$ cat config.mk
export PLATFORM = sky130hd
export DESIGN_NAME = mem_wb_unit
export DESIGN_NICKNAME = d
export VERILOG_FILES = /design/src/rtl/mem_wb_unit_pkg.sv /design/src/rtl/wb_result_mux.sv /design/src/rtl/mem_wb_unit.sv
export SDC_FILE = /design/constraint.sdc
export NUM_CORES = 1
export LEC_CHECK = 0
export ABC_AREA = 1
export BUFFER_PORTS_ARGS = -buffer_cell sky130_fd_sc_hd__buf_2
export CAP_MARGIN = 40
export CORE_ASPECT_RATIO = 1.1
export CORE_MARGIN = 4
export CORE_UTILIZATION = 45
export DETAILED_ROUTE_END_ITERATION = 12
export PLACE_DENSITY_LB_ADDON = 0.2
export SYNTH_ARGS = -nofsm -noshare
export SYNTH_HDL_FRONTEND = slang
export SYNTH_SLANG_ARGS = --single-unit
$ cat constraint.sdc
create_clock -name clk -period 3.5 [get_ports clk]
set_input_delay 0.35 -clock clk [delete_from_list [all_inputs] [get_ports clk]]
set_output_delay 0.35 -clock clk [all_outputs]
set_load 0.02 [all_outputs]
$ cat src/rtl/mem_wb_unit_pkg.sv
// Shared pipeline constants and stage-register layouts for the memory and
// writeback stages.
package mem_wb_unit_pkg;

    localparam logic [1:0] SRC_ALU  = 2'b00;
    localparam logic [1:0] SRC_LOAD = 2'b01;
    localparam logic [1:0] SRC_PC4  = 2'b10;

    typedef enum logic {
        ST_IDLE = 1'b0,
        ST_WAIT = 1'b1
    } mem_state_e;

    typedef struct packed {
        logic [31:0] alu;
        logic [31:0] wdata;
        logic [31:0] pc4;
        logic [4:0]  rd;
        logic        reg_write;
        logic        mem_write;
        logic [1:0]  src;
    } m_stage_t;

    typedef struct packed {
        logic [31:0] alu;
        logic [31:0] rdata;
        logic [31:0] pc4;
        logic [4:0]  rd;
        logic        reg_write;
        logic [1:0]  src;
    } w_stage_t;

endpackage

$ cat src/rtl/wb_result_mux.sv
// Writeback result select: ALU result, load data or return address.
module wb_result_mux
    import mem_wb_unit_pkg::*;
(
    input  logic [1:0]  sel,
    input  logic [31:0] alu,
    input  logic [31:0] rdata,
    input  logic [31:0] pc4,
    output logic [31:0] result
);

    always_comb begin
        result = '0;
        case (sel)
            SRC_ALU:  result = alu;
            SRC_LOAD: result = rdata;
            SRC_PC4:  result = pc4;
            default:  result = '0;
        endcase
    end

endmodule

$ cat src/rtl/mem_wb_unit.sv
// Memory + writeback pipeline stages with a stalling data-memory handshake
// and a bounded wait that aborts the access and raises a sticky bus error.
module mem_wb_unit
    import mem_wb_unit_pkg::*;
#(
    parameter int TIMEOUT = 15
) (
    input  logic        clk,
    input  logic        reset,
    input  logic [31:0] ALUResultE,
    input  logic [31:0] WriteDataE,
    input  logic [31:0] PCplus4E,
    input  logic [4:0]  RdE,
    input  logic        RegWriteE,
    input  logic        MemWriteE,
    input  logic [1:0]  ResultSrcE,
    output logic        dmem_req,
    output logic        dmem_we,
    output logic [31:0] dmem_addr,
    output logic [31:0] dmem_wdata,
    input  logic [31:0] dmem_rdata,
    input  logic        dmem_ack,
    output logic [31:0] ALUResultM,
    output logic [4:0]  RdM,
    output logic        RegWriteM,
    output logic [31:0] ResultW,
    output logic [4:0]  RdW,
    output logic        RegWriteW,
    output logic        stallM,
    output logic        bus_err
);

    localparam logic [7:0] TMO_LAST = 8'(TIMEOUT - 1);

    m_stage_t   e_in, m_d, m_q;
    w_stage_t   w_d, w_q;
    mem_state_e state_d, state_q;
    logic [7:0] cnt_d, cnt_q;
    logic       bus_err_d, bus_err_q;
    logic       memop_m, is_load_m, timeout;

    assign e_in = '{alu: ALUResultE, wdata: WriteDataE, pc4: PCplus4E, rd: RdE,
                    reg_write: RegWriteE, mem_write: MemWriteE, src: ResultSrcE};

    assign is_load_m  = (m_q.src == SRC_LOAD);
    assign memop_m    = m_q.mem_write | is_load_m;
    assign dmem_req   = memop_m;
    assign dmem_we    = m_q.mem_write;
    assign dmem_addr  = m_q.alu;
    assign dmem_wdata = m_q.wdata;

    // cnt_q counts request cycles already spent, so the first WAIT cycle sees 1.
    assign timeout = (state_q == ST_WAIT) && (cnt_q == TMO_LAST) && !dmem_ack;
    assign stallM  = dmem_req & ~dmem_ack & ~timeout;

    always_comb begin
        state_d = state_q;
        case (state_q)
            ST_IDLE: if (dmem_req && !dmem_ack) state_d = ST_WAIT;
            ST_WAIT: if (!dmem_req || dmem_ack || timeout) state_d = ST_IDLE;
            default: state_d = ST_IDLE;
        endcase
        cnt_d     = (state_d == ST_WAIT) ? cnt_q + 8'd1 : 8'd0;
        bus_err_d = bus_err_q | timeout;
        m_d       = stallM ? m_q : e_in;

        w_d = '0;
        if (!stallM) begin
            w_d.alu       = m_q.alu;
            w_d.pc4       = m_q.pc4;
            w_d.rd        = m_q.rd;
            w_d.src       = m_q.src;
            // Stores and aborted accesses never write the register file.
            w_d.reg_write = m_q.reg_write & ~m_q.mem_write & ~timeout;
            w_d.rdata     = (is_load_m && dmem_ack) ? dmem_rdata : 32'd0;
        end
    end

    always_ff @(posedge clk or negedge reset) begin
        if (!reset) begin
            state_q   <= ST_IDLE;
            cnt_q     <= '0;
            bus_err_q <= 1'b0;
            m_q       <= '0;
            w_q       <= '0;
        end else begin
            state_q   <= state_d;
            cnt_q     <= cnt_d;
            bus_err_q <= bus_err_d;
            m_q       <= m_d;
            w_q       <= w_d;
        end
    end

    wb_result_mux u_wb_mux (
        .sel    (w_q.src),
        .alu    (w_q.alu),
        .rdata  (w_q.rdata),
        .pc4    (w_q.pc4),
        .result (ResultW)
    );

    assign ALUResultM = m_q.alu;
    assign RdM        = m_q.rd;
    assign RegWriteM  = m_q.reg_write;
    assign RdW        = w_q.rd;
    assign RegWriteW  = w_q.reg_write;
    assign bus_err    = bus_err_q;

endmodule

Word-level counts from Yosys, hierarchy flattened
Index checks and enable logic that the tools add are counted.

Add/subtract/negate cells: 1. Eq/ne operators: 4. Muxes and demuxes: 7. Bitwise gates (word level): 10. Reductions and logical operators: 9.

Operator list (count): $mux 104 (1); $pmux 32 s3 (1); $mux 32 (1); $add 8x1->8 const B (1); $eq 8x4->1 const B (1); $mux 8 (1); $and 1x1->1 (4); $eq 2x1->1 const B (2); $logic_and 1x1->1 (4); $not 1->1 (4); $eq 2x2->1 const B (1); $logic_not 1->1 (2); $logic_not 2->1 (1); $logic_or 1x1->1 (2); $mux 1 (2); $or 1x1->1 (2); $pmux 1 s2 (1).

Flip-flop bits (word level): 219. Bits of input ports: 140. Output and inout bits: 144. Logic and storage cells: 47.

Longest topological paths before layout
Gate-level depths: netlist of run 1.

Word-level depth: 8. Mapped depth: 10. Mapped depth without buffers: 8.

Modules after synthesis
From an unflattened synthesis of run 1, not the netlist that was laid out.

Cell total of the unflattened synthesis: 1108. Area total of the unflattened synthesis: 9843.2 µm².

By module, submodules not included: mem_wb_unit (instances 1, cells each 960, area an instance 9061.2 µm², seq. area each 5480.3 µm²); wb_result_mux (instances 1, cells each 148, area an instance 782.0 µm², seq. area each 0.0 µm²).

Worst setup path before layout of run 1
OpenSTA, ideal clock, no wires.

Path type: register to output. Start point: register m_q (netlist bit dmem_we). End point: output stallM. Arrival time: 1.350 ns. Data required time: 3.150 ns. Setup slack: 1.800 ns. Cell stages (with the launch flop): 8. Buffers on the path: 1. Cell sequence: dfrtp_1 -> inv_1 -> nand2_1 -> nand2_1 -> inv_2 -> nand2_2 -> inv_2 -> buf_2.

Cells in the longest elaborated chain, start to end: 3.

Ends and longest elaborated chain: start, declared (RTL line mem_wb_unit.sv:35) `m_stage_t e_in, m_d, m_q;`; start signal, assigned (RTL line mem_wb_unit.sv:90) `m_q <= m_d;`; $or 1x1->1 (RTL line mem_wb_unit.sv:46) `assign memop_m = m_q.mem_write | is_load_m;`; net dmem_req (RTL line mem_wb_unit.sv:17) `output logic dmem_req,`; $and 1x1->1 (2 in series) (RTL line mem_wb_unit.sv:54) `assign stallM = dmem_req & ~dmem_ack & ~timeout;`; end, declared (RTL line mem_wb_unit.sv:29) `output logic stallM,`.

The timed path passes the listed nets, and every way through them passes these cells.

Worst setup path in the final report of run 1
Start point: register w_q[0] in the netlist's numbering. End point: output ResultW[7].

Cells in the longest elaborated chain, start to end: 2. Elaborated cells between the ends (all ways): 4. Those cells by class: eq/ne: 2; mux: 1; reduce/logical: 1.

Ends and longest elaborated chain: start, declared (RTL line mem_wb_unit.sv:36) `w_stage_t w_d, w_q;`; start signal, assigned (RTL line mem_wb_unit.sv:91) `w_q <= w_d;`; $eq 2x2->1, or another cell as far along (RTL line wb_result_mux.sv:14) `case (sel)`; $pmux 32 s3 * (RTL line wb_result_mux.sv:14); end, declared (RTL line mem_wb_unit.sv:26) `output logic [31:0] ResultW,`.

Mark *: on every way between the ends. The rest lies on a longest branch, timed or not.

==> results of run 1 <==
-- power by group through the flow --
stage	clock network [W]	registers [W]	logic, W
5_1_grt	0.00247	0.00308	0.00154
3_5_place_dp	0	0.00309	0.00142
3_3_place_gp	0	0.00309	0.00139
4_1_cts	0.00237	0.00305	0.00142
2_1_floorplan	0	0.00302	0.00109
6_report	0.00230	0.00305	0.00140
-- logic make-up (layout without fill, tap and decap cells) --
group,Yosys count,after routing
flip-flops,219,219
AO/OA/AOI/OAI,4,4
XOR/XNOR,2,2
AND/OR/NAND/NOR,584,584
buffers and inverters,282,457
adder cells (fa/ha/maj),2,2
-- flip-flops by register name (all words and copies together) (netlist names) --
register,count
w_q,98
ALUResultM,32
state_q,1
cnt_q,8
dmem_we,1
m_q,34
RdM,5
bus_err,1
dmem_wdata,32
RegWriteW,1
RdW,5
RegWriteM,1
-- per-stage QoR --
step	instances	worst slack [ps]	power [W]	utilization (%)	area, sq um
2_1_floorplan	1093	1800	0.00411	-	9530
3_3_place_gp	1510	1220	0.00448	50.1	10400
3_5_place_dp	1513	1330	0.00451	50.5	10500
4_1_cts	1553	782	0.00684	54.0	11200
5_1_grt	1553	679	0.00710	54.0	11200
6_report	1553	829	0.00675	54.0	11200
-- worst min-delay path, cell delays in order --
cell and delay [ps]:
buf_2 70, nand2_1 40, nand2_1 40
-- Yosys cell counts (2+ instances only) --
library cell | count | area share [%]
o21ai_0 | 3 | 0.16
nand2_1 | 259 | 10
buf_4 | 101 | 8.0
ha_1 | 2 | 0.26
buf_6 | 7 | 0.83
inv_1 | 117 | 4.6
nor2_1 | 116 | 4.6
buf_1 | 7 | 0.28
inv_2 | 3 | 0.12
dfrtp_1 | 219 | 58
buf_2 | 23 | 1.2
nand3_1 | 205 | 11
clkbuf_1 | 24 | 0.95
-- final timing paths --
check,start,to
worst min register to register,bus_err,bus_err
max in group asynchronous,reset,w_q[101]
worst max register to register,cnt_q[0],w_q[19]
worst min-delay path,WriteDataE[6],dmem_wdata[6]
min in group asynchronous,reset,w_q[14]
worst max-delay path,w_q[0],ResultW[7]
-- per-layer routing --
metal	up-vias	track usage (%)	wire length [microns]
met5	-	0	35
met4	6	6.37	680
met3	46	4.32	1880
met2	293	34.7	12000
met1	3437	26.4	10000
li1	3562	-	-
-- final cells by class --
type / count / area [sq um]
flip-flops and latches: 219 / 5480
inverters: 120 / 452
repair buffers: 298 / 1640
well taps: 285 / 357
clock buffers: 31 / 636
multi-input cells: 592 / 2540
clock inverters: 8 / 71.3
fillers: 1983 / 9540
==> impl_metrics.ini, run 1 <==
[drt]
via_per_inst = 4.73
drc = 0
vias = 7344
drtAntennaViolNets = 0
drtIter0Drc = 473
first_pass_iters = 5
finalWirelength_microns = 24700
wl_per_cell_microns = 15.9

[logic_synthesis]
yosys.cell_types.count = 20
synth-simple-area-share_pct = 25.9
yosysWarnings = 0
syn_inst = 1093
synth_top_family_by_area = simple AND/OR/NAND/NOR gates
ys.flop_type = dfrtp_1
synth_compound_area_share_pct = 0.236
seq_area_frac_synth_pct = 57.5
synth_area_sq_um = 9530
synthMuxAreaShare_pct = 0
synth_fa_ha_area_share_pct = 0.263
synth.ff_latch_count = 219
synth_edf_count = 0
yosys.area_share.xor_xnor_pct = 0.184
async_flop_share_pct = 100
synth_nets = 1235
avgSynthCellArea_sq_um = 8.72

[sta]
final-hold-violation-count = 0
hold_slack_ps = 37.9
relSlewSlack_pct = 47.4
fin_crit_ps = 2670
drv_slew = 0
worst_slew_pin_slew_ps = 789
finalSetupViolations = 0
setup-tns-final_ps = 0
period_share_pct = 76.3
max_freq_mhz = 374
rsz0062_at_grt = false
finClkSkew_ps = 10.8

[die]
num_io_pins = 284
die_y_microns = 161
core_area_sq_um = 20700
initial_core_util_pct = 46.0
rows = 55
die_w_microns = 147
die_area_sq_um = 23600

[grt]
overflow = 0
grt_max_degree = 115
grt_usage_pct = 20.4
grt_first_pass_wirelength_microns = 38800
antenna_found_initial = 3
grt_pass1_vias = 7353

[setup_path]
worstSetupEndpointType = output port
path_cells = nor2_2, buf_4, nand2_1, nand3_1, buf_2
cp_slowest_cell = dfrtp_1
path_class = reg -> out
reg2reg_slack_ps = 1500
critical_path_buf_inv_count = 2
critPathMaxFanout = 23
r2r_cells = 9
crit_path_start_kind = register
cp_top_family = simple AND/OR/NAND/NOR gates
required_ps = 3150
path_depth = 5
max_stage_delay_ps = 560
critPathArrivalTime_ps = 2320

[pwr]
power.share.clock_pct = 34.1
p_int_w = 0.00464
power_switching_w = 0.00211
pwr-share-comb_pct = 20.7
ir_worst_vdd_v = 0.000305
power.leakage_nw = 6.40
power_density_nw_per_um2 = 604
p_sw_share_pct = 31.3
seqPwrFrac_pct = 45.1

[finish]
areaGrowthSynthToFinish_pct = 17.3
drive_gt1_share_pct = 26.6
final_cell_mix = buf_2 (282), nand2_1 (259), dfrtp_1 (219)
diodes = 0
fin_nets = 1396
final_common_cell = buf_2

[clock_tree]
cts_sinks = 219
cts_tree = done
cts.clk_slew.worst_paths_ps = 60
cts_resized = 0
hold_buffers = 1
clockRootBuffer = clkbuf_16
cts_buffer_depth = 3
cts.htree.levels = 1
cts_made_buffers = 23
cts_setup_buffers = 0
worstSkewPairLatency_ps = 500

[hold_path]
hp-class = in -> reg
whs_path_depth = 3

[placed_design]
gp_congestion = 0.881
hpwl_microns = 16700
portBuffers = 283

[run]
maxCapViolations = 0

[status]
status = finished, final reports clean
Power figures use the tool's default switching activity.
==> run 2, diff against run 1 <==
- clock period: 3.5 -> 2.4 ns (I/O delays scaled with it)
==> run 2 against run 1 <==
- first-iteration DRC count is 8.5% lower
- non-clock buffer count is 143 higher
- power is 50% higher
- combinational power is 63% higher
- clock skew is 2.5 ps lower
- cell count is 9.0% higher
- critical path type unchanged
- critical endpoint is now ResultW[13]
- largest cell class unchanged
==> impl_metrics.ini, run 2 (same netlist as run 1, synthesis figures left out) <==
[clock_tree]
cts_sinks = 219
cts.htree.levels = 1
cts_tree = done
clockRootBuffer = clkbuf_16
cts_buffer_depth = 3
cts_setup_buffers = 0
cts_made_buffers = 23
cts.clk_slew.worst_paths_ps = 60
worstSkewPairLatency_ps = 490

[sta]
finalSetupViolations = 0
finClkSkew_ps = 8.30
max_freq_mhz = 457
drv_slew = 0
rsz0062_at_grt = false
final-hold-violation-count = 0
worst_slew_pin_slew_ps = 640
fin_crit_ps = 2190
period_share_pct = 91.2
setup-tns-final_ps = 0
relSlewSlack_pct = 57.3

[finish]
diodes = 0
reg_top3 = w_q x98, m_q x34
areaGrowthSynthToFinish_pct = 32.3
largest_register_ffs = 98
multi_input_comb_area_sq_um = 2540
final_common_cell = buf_2
regArea_sq_um = 5480
fillCellCount = 1770
fin_nets = 1539
drive_gt1_share_pct = 24.1
regMostFlops = w_q
final_cell_mix = buf_2 (282), nand2_1 (259), dfrtp_1 (219)

[run]
maxCapViolations = 0

[pwr]
power_w = 0.0101
power.leakage_nw = 7.00
power_density_nw_per_um2 = 804
ir_worst_vdd_v = 0.000514

[drt]
via_per_inst = 4.72
drtAntennaViolNets = 0
drc = 0
wl_per_cell_microns = 15.5
vias = 7989
drtIter0Drc = 433
finalWirelength_microns = 26300
first_pass_iters = 7

[setup_path]
r2r-start = cnt_q[0]
critPathMaxFanout = 24
critPathArrivalTime_ps = 1950
crit_path_start_kind = register
reg2reg_slack_ps = 660
required_ps = 2160
worstSetupEndpointType = output port
r2r_end = m_q[25]
r2r_cells = 9
path_class = reg -> out

[die]
initial_core_util_pct = 46.0
core_area_sq_um = 20700
die_w_microns = 147
die_area_sq_um = 23600
num_io_pins = 284
die_y_microns = 161
rows = 55

[hold_path]
whs_path_depth = 4
hp-start = dmem_ack
hold_path_end = dmem_we
hp-class = in -> reg

[grt]
grt_first_pass_wirelength_microns = 42500
antenna_found_initial = 0
overflow = 0
grt_max_degree = 108
grt_usage_pct = 21.9
grt_pass1_vias = 8327

[placed_design]
gp_congestion = 0.810
portBuffers = 283
hpwl_microns = 16800

[status]
status = finished, final reports clean
==> run 2: final cells by class <==
| type | instances | area share [%] |
|---|---|---|
| multi-input combinational | 592 | 20.2 |
| clock buffer | 32 | 5.15 |
| timing repair buffer | 441 | 24.2 |
| inverter | 120 | 3.58 |
| tap | 285 | 2.83 |
| sequential | 219 | 43.5 |
| clock inverter | 4 | 0.586 |
==> run 2: where the power goes <==
group	leakage, nW	internal (W)	switching, W
Sequential	2.74	0.00414	0.000261
Clock	0.355	0.00208	0.00136
Combinational	3.90	0.000813	0.00147
Total	7.00	0.00704	0.00309
==> run 2: worst max path at each step <==
stage | from | end | slack, ps | depth (start not counted)
after CTS | w_q[0] | ResultW[13] | 200 | 5
after floorplan | dmem_we | stallM | 810 | 7
final | w_q[0] | ResultW[13] | 210 | 5
after detailed placement | cnt_q[0] | m_q[25] | 680 | 9
after global routing | w_q[0] | ResultW[4] | 90 | 5
after global placement | cnt_q[0] | m_q[24] | 730 | 9
==> run 2: timing repair <==
action,CTS,global route
gates resized for setup,0,0
hold endpoints to repair,216,0
hold buffers,138,0
setup endpoints to repair,0,0
==> run 2: stage by stage <==
step / worst slack, ps / area [sq um] / util, % / hold WS, ps / std cells
2_1_floorplan: 810 / 9530 / - / -55.6 / 1093
3_3_place_gp: 733 / 10500 / 50.7 / 294 / 1519
3_5_place_dp: 677 / 10500 / 50.7 / 289 / 1519
4_1_cts: 200 / 12600 / 60.8 / 70.4 / 1693
5_1_grt: 94.7 / 12600 / 60.8 / 117 / 1693
6_report: 210 / 12600 / 60.8 / 88.6 / 1693
==> run 2: routing by layer <==
layer | GRT usage [%] | vias up | wire length, microns
met3 | 3.61 | 39 | 1620
li1 | - | 3849 | -
met5 | 0 | - | 0
met1 | 27.8 | 3839 | 10700
met4 | 5.56 | 0 | 533
met2 | 39.3 | 262 | 13400
==> run 2: critical path, cell delays in order, from the launching register on <==
cell     delay, ps
dfrtp_1        420
inv_1          240
buf_4          350
nand3_1        150
nand3_1        120
buf_2          170
==> run 3, diff against run 2 <==
- ABC_AREA: 1 -> unset
==> run 3 against run 2 <==
- maximum frequency down 5.0%
- design area is 2.3% lower
- synthesized cell count decreased by 36%
- die area down 4.4%
- count of clock-buffer cells in the layout grew 3
- hold slack lost 60 ps
- non-clock buffer count shrank 2
- global-route usage fell by 3.6 points
- sequential share of layout area up 1.1 points
- first-iteration DRC count fell by 61%
- highest routed layer unchanged
==> impl_metrics.ini, run 3 <==
[grt]
grtUsageMet2_pct = 32.3
grt_first_pass_wirelength_microns = 32900
overflow = 0
grt_usage_pct = 18.4
grt_max_degree = 77
grt_pass1_vias = 6324
antenna_found_initial = 0
met3_usage_pct = 3.83
top_usage_layer = met2
grtUsageMet1_pct = 22.9

[drt]
vias = 6136
wl_per_cell_microns = 16.2
finalWirelength_microns = 21000
first_pass_iters = 4
drc = 0
drtIter0Drc = 168
drtAntennaViolNets = 0
via_per_inst = 4.73

[logic_synthesis]
synth_edf_count = 0
yosysWarnings = 0
yosys.cell_count.top_type = dfrtp_1
yosys.cell_types.count = 32
syn_inst = 701
synth.ff_latch_count = 219
async_flop_share_pct = 100
seq_area_frac_synth_pct = 60.3
ys_top_cells_by_count = dfrtp_1 (219), buf_4 (104), mux2_2 (75)
avgSynthCellArea_sq_um = 13.0
synth_area_sq_um = 9090
synth_area_leaders = dfrtp_1 (60%), mux2_2 (9.3%), buf_4 (8.6%)
ys.flop_type = dfrtp_1
synth_nets = 843
yosysTopAreaCell = dfrtp_1
yosys.area.top_type_share_pct = 60.3

[placed_design]
gp_congestion = 0.741
portBuffers = 283
hpwl_microns = 13100
place_area_sq_um = 10100
pre_cts_ws_ps = 160
dp.cells = 1113

[finish]
fin_cells = 1297
reg_top3 = w_q x98, m_q x34
final_area_sq_um = 12300
areaGrowthSynthToFinish_pct = 35.4
final_cell_mix = buf_2 (281), dfrtp_1 (218), dlygate4sd3_1 (137)
fin_nets = 1171
largest_register_ffs = 98
regMostFlops = w_q
final_common_cell = buf_2
drive_gt1_share_pct = 40.5

[clock_tree]
clockRootBuffer = clkbuf_16
worstSkewPairLatency_ps = 500
cts_made_buffers = 24
cts_tree = done
cts.clk_slew.worst_paths_ps = 50
cts_buffer_depth = 3
cts_sinks = 219
cts.htree.levels = 1

[die]
num_io_pins = 284
initial_core_util_pct = 45.7
rows = 54
die_area_sq_um = 22500
die_w_microns = 143
core_area_sq_um = 19900
die_y_microns = 157

[sta]
rsz0062_at_grt = true
worst_slew_pin_slew_ps = 539
final-hold-violation-count = 0
max_freq_mhz = 434
fin_crit_ps = 2300
setup_ws_ps = 95.7
finClkSkew_ps = 14.7
finalSetupViolations = 0
relSlewSlack_pct = 64.0
hold_slack_ps = 28.6
period_share_pct = 96.0
drv_slew = 0

[setup_path]
critPathMaxFanout = 76
required_ps = 2770
path_class = reg -> reg
critPathArrivalTime_ps = 2670
crit_path_start_kind = register
worstSetupEndpointType = register

[hold_path]
hp-class = in -> reg

[status]
status = finished, final reports clean

[pwr]
ir_worst_vdd_v = 0.000527
power_w = 0.00993
power.leakage_nw = 6.03
power_density_nw_per_um2 = 807

[run]
maxCapViolations = 0
## run 3: changes by cell type in the layout (fill, tap and decap cells not counted), moves of 32 or more
cell / previous run / this run
nand2_1: 259 / 34
nand3_1: 205 / 4
inv_1: 117 / 5
nor2_1: 115 / 5
mux2_2: 0 / 75
and2_1: 0 / 71
and3_1: 0 / 32
mux2i_1: 0 / 32
o21ai_0: 3 / 35
## run 3: timing repair
action / CTS / global route
gates cloned: 1 / 0
endpoints found under the hold margin: 200 / 0
setup buffers: 4 / 1
hold buffers: 137 / 0
gates resized for setup: 1 / 3
pin swaps: 1 / 1
endpoints found under the setup margin: 1 / 5
## run 3: metal layers
metal	up-vias	part of all wire, %
met2	178	52
met1	3022	39
met4	0	2.4
met5	-	0
met3	39	6.3
li1	2897	-
## run 3: path summary, 6_finish.rpt
kind	startpoint	to	slack, ps	depth (start not counted)
max in group asynchronous	reset	w_q[69]	1390	3
hold / removal	PCplus4E[18]	m_q[27]	30	2
hold reg to reg	m_q[25]	w_q[24]	470	1
min in group asynchronous	reset	w_q[53]	310	2
setup / recovery	cnt_q[1]	m_q[39]	100	6
setup reg to reg	cnt_q[1]	m_q[39]	100	6
## run 3: logic make-up (layout without fill, tap and decap cells)
kind of cell | after synthesis | count (layout) | synth area share [%]
flip-flops | 219 | 219 | 60.3
AO/OA/AOI/OAI | 43 | 43 | 2.74
adder cells (fa/ha/maj) | 2 | 2 | 0.275
AND/OR/NAND/NOR | 157 | 157 | 9.89
multiplexers | 134 | 134 | 16.2
buffers and inverters | 143 | 486 | 10.3
XOR/XNOR | 3 | 3 | 0.289
other | 0 | 1 | 0
## run 3: metrics by stage
step	utilization, %	setup TNS [ps]
floorplan	-	0
global placement	51.0	0
detailed placement	51.0	0
CTS	62.0	0
global route	61.9	-28.5
finish	62.0	0
## run 3: final cells by class
cell class	count	area (sq um)
clock buffer	35	713
tap	252	315
sequential	219	5480
inverter	6	22.5
antenna	1	2.50
clock inverter	6	30.0
timing repair buffer	439	3060
fill	1564	7560
multi-input combinational	339	2680
## run 3: report_power, final
| group | total, W | internal (W) | switching (W) | leakage, nW |
|---|---|---|---|---|
| clock network | 0.00344 | 0.00204 | 0.00139 | 0.373 |
| registers | 0.00438 | 0.00414 | 0.000236 | 2.69 |
| logic | 0.00211 | 0.000962 | 0.00115 | 2.96 |
## run 3: critical path: stages, from the launching register on
cell	delay [ps]
dfrtp_1	400
ha_2	180
or4b_4	480
o221ai_4	230
buf_4	180
buf_12	260
mux2_2	380
